==> src/rtl/ifetch_if.sv <==
`default_nettype none
// ============================================================================
// Module      : ifetch_if
// Description : Instruction-memory, decode-side and redirect signals of the
//               fetch unit, grouped with master (fetch unit) / slave views.
// Revision    : 1.0 - initial release
// ============================================================================
interface ifetch_if;
    logic        imem_req;
    logic [31:0] imem_addr;
    logic        imem_ack;
    logic [31:0] imem_rdata;
    logic        stall;
    logic        redirect_valid;
    logic [31:0] redirect_pc;
    logic        inst_valid;
    logic [31:0] inst;
    logic [31:0] inst_pc;

    modport master (
        output imem_req, imem_addr, inst_valid, inst, inst_pc,
        input  imem_ack, imem_rdata, stall, redirect_valid, redirect_pc
    );

    modport slave (
        input  imem_req, imem_addr, inst_valid, inst, inst_pc,
        output imem_ack, imem_rdata, stall, redirect_valid, redirect_pc
    );
endinterface
`default_nettype wire

==> src/rtl/ifetch_unit.sv <==
`default_nettype none
// ============================================================================
// Module      : ifetch_unit
// Description : Instruction fetch with one outstanding request, output
//               register plus one-entry skid buffer, and branch redirect.
// Revision    : 1.0 - initial release
// ============================================================================
module ifetch_unit #(
    parameter logic [31:0] RESET_PC = 32'h0000_0000,
    parameter logic [31:0] NOP_INST = 32'h0000_0013
) (
    input  wire      clk,
    input  wire      rst,
    ifetch_if.master bus
);

    localparam logic [1:0] c_RUN  = 2'd0;
    localparam logic [1:0] c_WAIT = 2'd1;
    localparam logic [1:0] c_DROP = 2'd2;

    logic [1:0]  state_q, state_d;
    logic [31:0] pc_q, pc_d;
    logic [31:0] drop_addr_q, drop_addr_d;
    logic        inst_valid_q, inst_valid_d;
    logic [31:0] inst_q, inst_d;
    logic [31:0] inst_pc_q, inst_pc_d;
    logic        skid_valid_q, skid_valid_d;
    logic [31:0] skid_inst_q, skid_inst_d;
    logic [31:0] skid_pc_q, skid_pc_d;

    logic        w_ack_take;
    logic        w_to_out;

    assign w_ack_take = (state_q == c_WAIT) && bus.imem_ack && !bus.redirect_valid;
    assign w_to_out   = !inst_valid_q || !bus.stall;

    // State register
    always_ff @(posedge clk or posedge rst) begin
        if (rst) begin
            state_q <= c_RUN;
        end else begin
            state_q <= state_d;
        end
    end

    // Next-state logic
    always_comb begin
        state_d = state_q;
        case (state_q)
            c_RUN: begin
                if (bus.redirect_valid) begin
                    state_d = c_RUN;
                end else if (!skid_valid_q || !bus.stall) begin
                    state_d = c_WAIT;
                end
            end
            c_WAIT: begin
                if (bus.redirect_valid) begin
                    state_d = c_DROP;
                end else if (bus.imem_ack) begin
                    state_d = w_to_out ? c_WAIT : c_RUN;
                end
            end
            c_DROP: begin
                if (bus.imem_ack) begin
                    state_d = c_RUN;
                end
            end
            default: state_d = c_RUN;
        endcase
    end

    // Outputs; DROP keeps presenting the abandoned address until its ack
    always_comb begin
        bus.imem_req   = (state_q != c_RUN);
        bus.imem_addr  = (state_q == c_DROP) ? drop_addr_q : pc_q;
        bus.inst_valid = inst_valid_q;
        bus.inst       = inst_q;
        bus.inst_pc    = inst_pc_q;
    end

    always_comb begin
        pc_d         = pc_q;
        drop_addr_d  = drop_addr_q;
        inst_valid_d = inst_valid_q;
        inst_d       = inst_q;
        inst_pc_d    = inst_pc_q;
        skid_valid_d = skid_valid_q;
        skid_inst_d  = skid_inst_q;
        skid_pc_d    = skid_pc_q;

        if (bus.redirect_valid) begin
            pc_d         = bus.redirect_pc & 32'hFFFF_FFFC;
            inst_valid_d = 1'b0;
            inst_d       = NOP_INST;
            skid_valid_d = 1'b0;
            if (state_q == c_WAIT) begin
                drop_addr_d = pc_q;
            end
        end else if (w_ack_take) begin
            pc_d = pc_q + 32'd4;
            if (w_to_out) begin
                inst_valid_d = 1'b1;
                inst_d       = bus.imem_rdata;
                inst_pc_d    = pc_q;
            end else begin
                skid_valid_d = 1'b1;
                skid_inst_d  = bus.imem_rdata;
                skid_pc_d    = pc_q;
            end
        end else if (!bus.stall) begin
            if (skid_valid_q) begin
                inst_valid_d = 1'b1;
                inst_d       = skid_inst_q;
                inst_pc_d    = skid_pc_q;
                skid_valid_d = 1'b0;
            end else begin
                inst_valid_d = 1'b0;
                inst_d       = NOP_INST;
            end
        end
    end

    always_ff @(posedge clk or posedge rst) begin
        if (rst) begin
            pc_q         <= RESET_PC;
            drop_addr_q  <= 32'd0;
            inst_valid_q <= 1'b0;
            inst_q       <= NOP_INST;
            inst_pc_q    <= 32'd0;
            skid_valid_q <= 1'b0;
            skid_inst_q  <= 32'd0;
            skid_pc_q    <= 32'd0;
        end else begin
            pc_q         <= pc_d;
            drop_addr_q  <= drop_addr_d;
            inst_valid_q <= inst_valid_d;
            inst_q       <= inst_d;
            inst_pc_q    <= inst_pc_d;
            skid_valid_q <= skid_valid_d;
            skid_inst_q  <= skid_inst_d;
            skid_pc_q    <= skid_pc_d;
        end
    end

endmodule
`default_nettype wire

==> src/flat_wrapper.sv <==
// flat-port wrapper written by rule: the top's interface ports become plain ports
module ifetch_unit_flat 
#(
    parameter logic [31:0] RESET_PC = 32'h0000_0000,
    parameter logic [31:0] NOP_INST = 32'h0000_0013
)
  (clk, rst, bus_imem_req, bus_imem_addr, bus_inst_valid, bus_inst, bus_inst_pc, bus_imem_ack, bus_imem_rdata, bus_stall, bus_redirect_valid, bus_redirect_pc);
  ifetch_if bus_i ();
  input  wire clk;
  input  wire rst;
  output wire logic [$bits(bus_i.imem_req)-1:0] bus_imem_req;
  output wire logic [$bits(bus_i.imem_addr)-1:0] bus_imem_addr;
  output wire logic [$bits(bus_i.inst_valid)-1:0] bus_inst_valid;
  output wire logic [$bits(bus_i.inst)-1:0] bus_inst;
  output wire logic [$bits(bus_i.inst_pc)-1:0] bus_inst_pc;
  input wire logic [$bits(bus_i.imem_ack)-1:0] bus_imem_ack;
  input wire logic [$bits(bus_i.imem_rdata)-1:0] bus_imem_rdata;
  input wire logic [$bits(bus_i.stall)-1:0] bus_stall;
  input wire logic [$bits(bus_i.redirect_valid)-1:0] bus_redirect_valid;
  input wire logic [$bits(bus_i.redirect_pc)-1:0] bus_redirect_pc;
  assign bus_imem_req = bus_i.imem_req;
  assign bus_imem_addr = bus_i.imem_addr;
  assign bus_inst_valid = bus_i.inst_valid;
  assign bus_inst = bus_i.inst;
  assign bus_inst_pc = bus_i.inst_pc;
  assign bus_i.imem_ack = bus_imem_ack;
  assign bus_i.imem_rdata = bus_imem_rdata;
  assign bus_i.stall = bus_stall;
  assign bus_i.redirect_valid = bus_redirect_valid;
  assign bus_i.redirect_pc = bus_redirect_pc;
  ifetch_unit #(.RESET_PC(RESET_PC), .NOP_INST(NOP_INST)) u_core (.clk(clk), .rst(rst), .bus(bus_i));
endmodule
==> config.mk <==
export PLATFORM = sky130hd
export DESIGN_NAME = ifetch_unit_flat
export DESIGN_NICKNAME = d
export VERILOG_FILES = /design/src/rtl/ifetch_if.sv /design/src/rtl/ifetch_unit.sv /design/src/flat_wrapper.sv
export SDC_FILE = /design/constraint.sdc
export NUM_CORES = 1
export LEC_CHECK = 0
export BUFFER_PORTS_ARGS = -buffer_cell sky130_fd_sc_hd__buf_2
export CAP_MARGIN = 10
export CORE_ASPECT_RATIO = 0.6
export CORE_MARGIN = 2
export CORE_UTILIZATION = 62
export CTS_BUF_LIST = sky130_fd_sc_hd__clkbuf_8
export DETAILED_ROUTE_END_ITERATION = 6
export PLACE_DENSITY_LB_ADDON = 0.3
export SYNTH_ARGS = -nofsm -noshare
export SYNTH_HDL_FRONTEND = slang
export SYNTH_SLANG_ARGS = --single-unit
==> constraint.sdc <==
create_clock -name clk -period 10.9 [get_ports clk]
set_input_delay 0.545 -clock clk [delete_from_list [all_inputs] [get_ports clk]]
set_output_delay 0.545 -clock clk [all_outputs]
set_load 0.05 [all_outputs]
==> reports/metrics.yaml <==
status:
  run_status: "finished clean"
synth:
  synth_compound_area_share_pct: 10.5
  synthMuxAreaShare_pct: 14.9
  sequential_area_share_after_synthesis_pct: 54.2
  synth-simple-area-share_pct: 14.8
  adder_cell_fraction_of_synth_area_pct: 0.144
  synth-async-reset-ratio_pct: 100
  synth_enable_flop_cells: 0
  yosysWarnings: 0
  netlist-cell-type-count: 48
  synth_top_family_by_area: "multiplexers"
  syn_area_per_cell_um2: 10.6
  synthXorXnorAreaFrac_pct: 0.907
  syn-instance-count: 818
  post_synth_instance_area_um2: 8690
  synth.ff_latch_count: 188
  dominantRegCellSynth: "sky130_fd_sc_hd__dfrtp_1"
min_path:
  hold_path_class: "primary input to async pin"
power_and_ir_drop:
  power.share.clock_pct: 23.4
  ir_worst_vdd_uv: 139
  pwrdens_nw_per_um2: 184
  power_frac_comb_pct: 28.1
  register_share_of_total_power_pct: 48.5
  power.share.switching_pct: 37.5
  p_sw_w: 0.000683
  p_leak_nw: 4.62
  p_int_w: 0.00114
cts:
  clk-insertion-delay-late_ns: 0.46
  ctsResizeCount: 0
  cts_max_path_bufs: 2
  cts_hold_buf: 0
  post_cts.repair.setup_buffers: 0
  cts_root_buf: "sky130_fd_sc_hd__clkbuf_8"
  cts_inserted_buffers: 17
  htree_num_levels: 4
  cts_tree: "built"
  cts.clk_slew.worst_paths_ns: 0.09
  cts.sink_count: 188
finish:
  seq_area_um2: 4710
  most_used_cells_in_the_layout_excluding_fill_and_tap_cells: "sky130_fd_sc_hd__dfrtp_1, sky130_fd_sc_hd__buf_2, sky130_fd_sc_hd__nand2_1, sky130_fd_sc_hd__mux2_2, sky130_fd_sc_hd__nor2_1"
  n_antenna_cell: 0
  area_growth_syn_to_layout_pct: 13.5
  multi_input_area_um2: 3650
  finalNetCount: 1005
  final_core_util_pct: 72.2
  mostFrequentLayoutCell: "sky130_fd_sc_hd__dfrtp_1"
  drive_gt1_share_pct: 34.3
  fillerInstances: 997
die:
  die_height_um: 95.7
  die_width_um: 157
  initial_utilization_pct: 63.6
  placementRows: 33
  core_area_um2: 13700
  ios: 167
  design.die.area_um2: 15000
job:
  maxCapViolations: 0
timing:
  fin_skew_ns: 0.0146
  max_freq_mhz: 334
  setup_failing_eps_final: 0
  worstMarginPinSlew_ns: 1.16
  report.final.hold_viol_count: 0
  final_min_period_over_clock_period_pct: 27.5
  relSlewSlack_pct: 22.7
  report.final.slew_viol_count: 0
  unrepaired_setup_endpoints_after_global_routing: "no"
  finalCriticalPeriod_ns: 2.99
  tns_ns: 0
setup_path:
  timing.critical_path.required_ns: 10.36
  critical_path.reg2reg.endpoint: "u_core.skid_inst_q[16]"
  cells_along_the_critical_path: "nand2b_2 > mux2_2 > buf_2"
  cp_top_family: "simple AND/OR/NAND/NOR gates"
  worst_ep_arrival_time_ns: 2.45
  critical_path_peak_fanout: 31
  slowest_delay_ns: 0.79
  end_kind: "output pin"
  worstSetupStartpointType: "flop"
  crit-reg2reg-launch: "u_core.state_q[1]"
  reg2reg_depth: 4
  cp_slowest_cell: "sky130_fd_sc_hd__nand2b_2"
  critPathKind: "flop to output pin"
  rrSetupSlack_ns: 8.27
  combined_buffer_and_inverter_count_along_the_critical_path: 1
drt:
  number_of_remaining_drc_errors: 0
  route.vias.total: 6659
  finalWirelength_um: 19800
  dr.first_iter.drc_count: 454
  detail-route-antenna-nets: 0
  drt_pass1_iterations: 5
  via_per_inst: 5.84
  detail_route.wl_per_cell_um: 17.4
placed_design:
  place_congestion: 0.803
  detailed_placement_hpwl_um: 12600
  io_buffers: 160
global_route:
  number_of_global_route_vias_before_repair: 6120
  grt_first_pass_wirelength_um: 31600
  grt-ovfl-total: 0
  antenna_violations_before_repair: 0
  grt_max_degree: 119
  grt.total_usage_pct: 27.5
==> per-layer routing <==
metal,vias to the layer above,GRT usage [%],wire (um)
met2,230,41.3,8730
met5,-,0,0
li1,3126,-,-
met4,0,7.26,269
met3,23,5.63,1260
met1,3280,41.1,9560
==> final cells by class <==
class,instances,share of cell area (%)
inverters,11,0.495
repair buffers,167,8.65
multi-input cells,550,37.0
clock buffers,17,2.37
well taps,192,2.44
clock inverters,15,1.27
flip-flops and latches,188,47.7
==> worst max-delay path by stage <==
stage | start | slack [ns] | cells past startpoint | end
2_1_floorplan | rst | 5.25 | 1 | u_core.bus.inst[10]
3_3_place_gp | bus_redirect_valid | 7.82 | 5 | u_core.skid_pc_q[20]
3_5_place_dp | bus_redirect_valid | 7.78 | 5 | u_core.skid_inst_q[16]
4_1_cts | u_core.state_q[0] | 7.87 | 3 | bus_imem_addr[27]
5_1_grt | u_core.state_q[0] | 7.77 | 3 | bus_imem_addr[27]
6_report | u_core.state_q[0] | 7.91 | 3 | bus_imem_addr[27]
==> cell usage after synthesis (2+ instances only) <==
cell type / instances / area (um2)
sky130_fd_sc_hd__buf_1: 5 / 18.8
sky130_fd_sc_hd__inv_1: 11 / 41.3
sky130_fd_sc_hd__o21ai_1: 4 / 20.0
sky130_fd_sc_hd__buf_2: 5 / 25.0
sky130_fd_sc_hd__nor2_1: 53 / 199
sky130_fd_sc_hd__clkbuf_2: 2 / 10.0
sky130_fd_sc_hd__a21oi_1: 31 / 155
sky130_fd_sc_hd__and3_1: 32 / 200
sky130_fd_sc_hd__buf_6: 3 / 33.8
sky130_fd_sc_hd__nand2_1: 123 / 462
sky130_fd_sc_hd__dfstp_2: 3 / 78.8
sky130_fd_sc_hd__o21ai_0: 47 / 235
sky130_fd_sc_hd__o31ai_1: 14 / 105
sky130_fd_sc_hd__a31oi_1: 49 / 307
sky130_fd_sc_hd__or3_1: 3 / 18.8
sky130_fd_sc_hd__nor3_1: 3 / 15.0
sky130_fd_sc_hd__buf_4: 7 / 52.6
sky130_fd_sc_hd__xor2_1: 5 / 43.8
sky130_fd_sc_hd__dfrtp_1: 185 / 4630
sky130_fd_sc_hd__o22a_1: 3 / 26.3
sky130_fd_sc_hd__nand4_1: 6 / 37.5
sky130_fd_sc_hd__or4_1: 18 / 135
sky130_fd_sc_hd__nand3_1: 12 / 60.1
sky130_fd_sc_hd__and4_1: 2 / 17.5
sky130_fd_sc_hd__clkbuf_1: 48 / 180
sky130_fd_sc_hd__o211ai_1: 3 / 22.5
sky130_fd_sc_hd__xnor2_1: 4 / 35.0
sky130_fd_sc_hd__mux2_2: 114 / 1280
sky130_fd_sc_hd__clkbuf_8: 2 / 27.5
sky130_fd_sc_hd__and2_1: 2 / 12.5
sky130_fd_sc_hd__nand4bb_1: 2 / 22.5
==> power by group through the flow <==
stage / logic (W) / registers, W / clock network [W]
after floorplan: 0.000257 / 0.00102 / 0
after global placement: 0.000505 / 0.000887 / 0
after detailed placement: 0.000512 / 0.000893 / 0
after CTS: 0.000513 / 0.000881 / 0.000433
after global routing: 0.000544 / 0.000898 / 0.000466
final: 0.000511 / 0.000882 / 0.000426
==> stage by stage <==
stage,instance area [um2],cells,hold slack [ns],setup slack (ns),total power (W)
4_1_cts,9860,1140,0.270,7.87,0.00183
3_5_place_dp,9510,1108,0.464,7.78,0.00141
3_3_place_gp,9510,1108,0.457,7.82,0.00139
5_1_grt,9860,1140,0.295,7.77,0.00191
2_1_floorplan,8700,821,0.446,5.25,0.00128
6_report,9860,1140,0.259,7.91,0.00182
==> flip-flops by register name, indices dropped and copies added, names as in the netlist <==
register and cells:
u_core.bus.inst 32, u_core.skid_inst_q 32, u_core.bus.inst_pc 30, u_core.drop_addr_q 30, u_core.pc_q 30, u_core.skid_pc_q 30, u_core.state_q 2, u_core.bus.inst_valid 1
u_core.skid_valid_q 1
==> cell families (layout without fill, tap and decap cells) <==
logic type,after synthesis,in the layout
AOI/OAI and AO/OA,156,156
xor gates and xnor gates,9,9
adders and majority gates,1,1
buffers and inverters,83,210
DFF,188,188
muxes,115,115
other,1,4
and+or+nand+nor,265,265
Note: power is estimated with default switching activity, not from simulation.
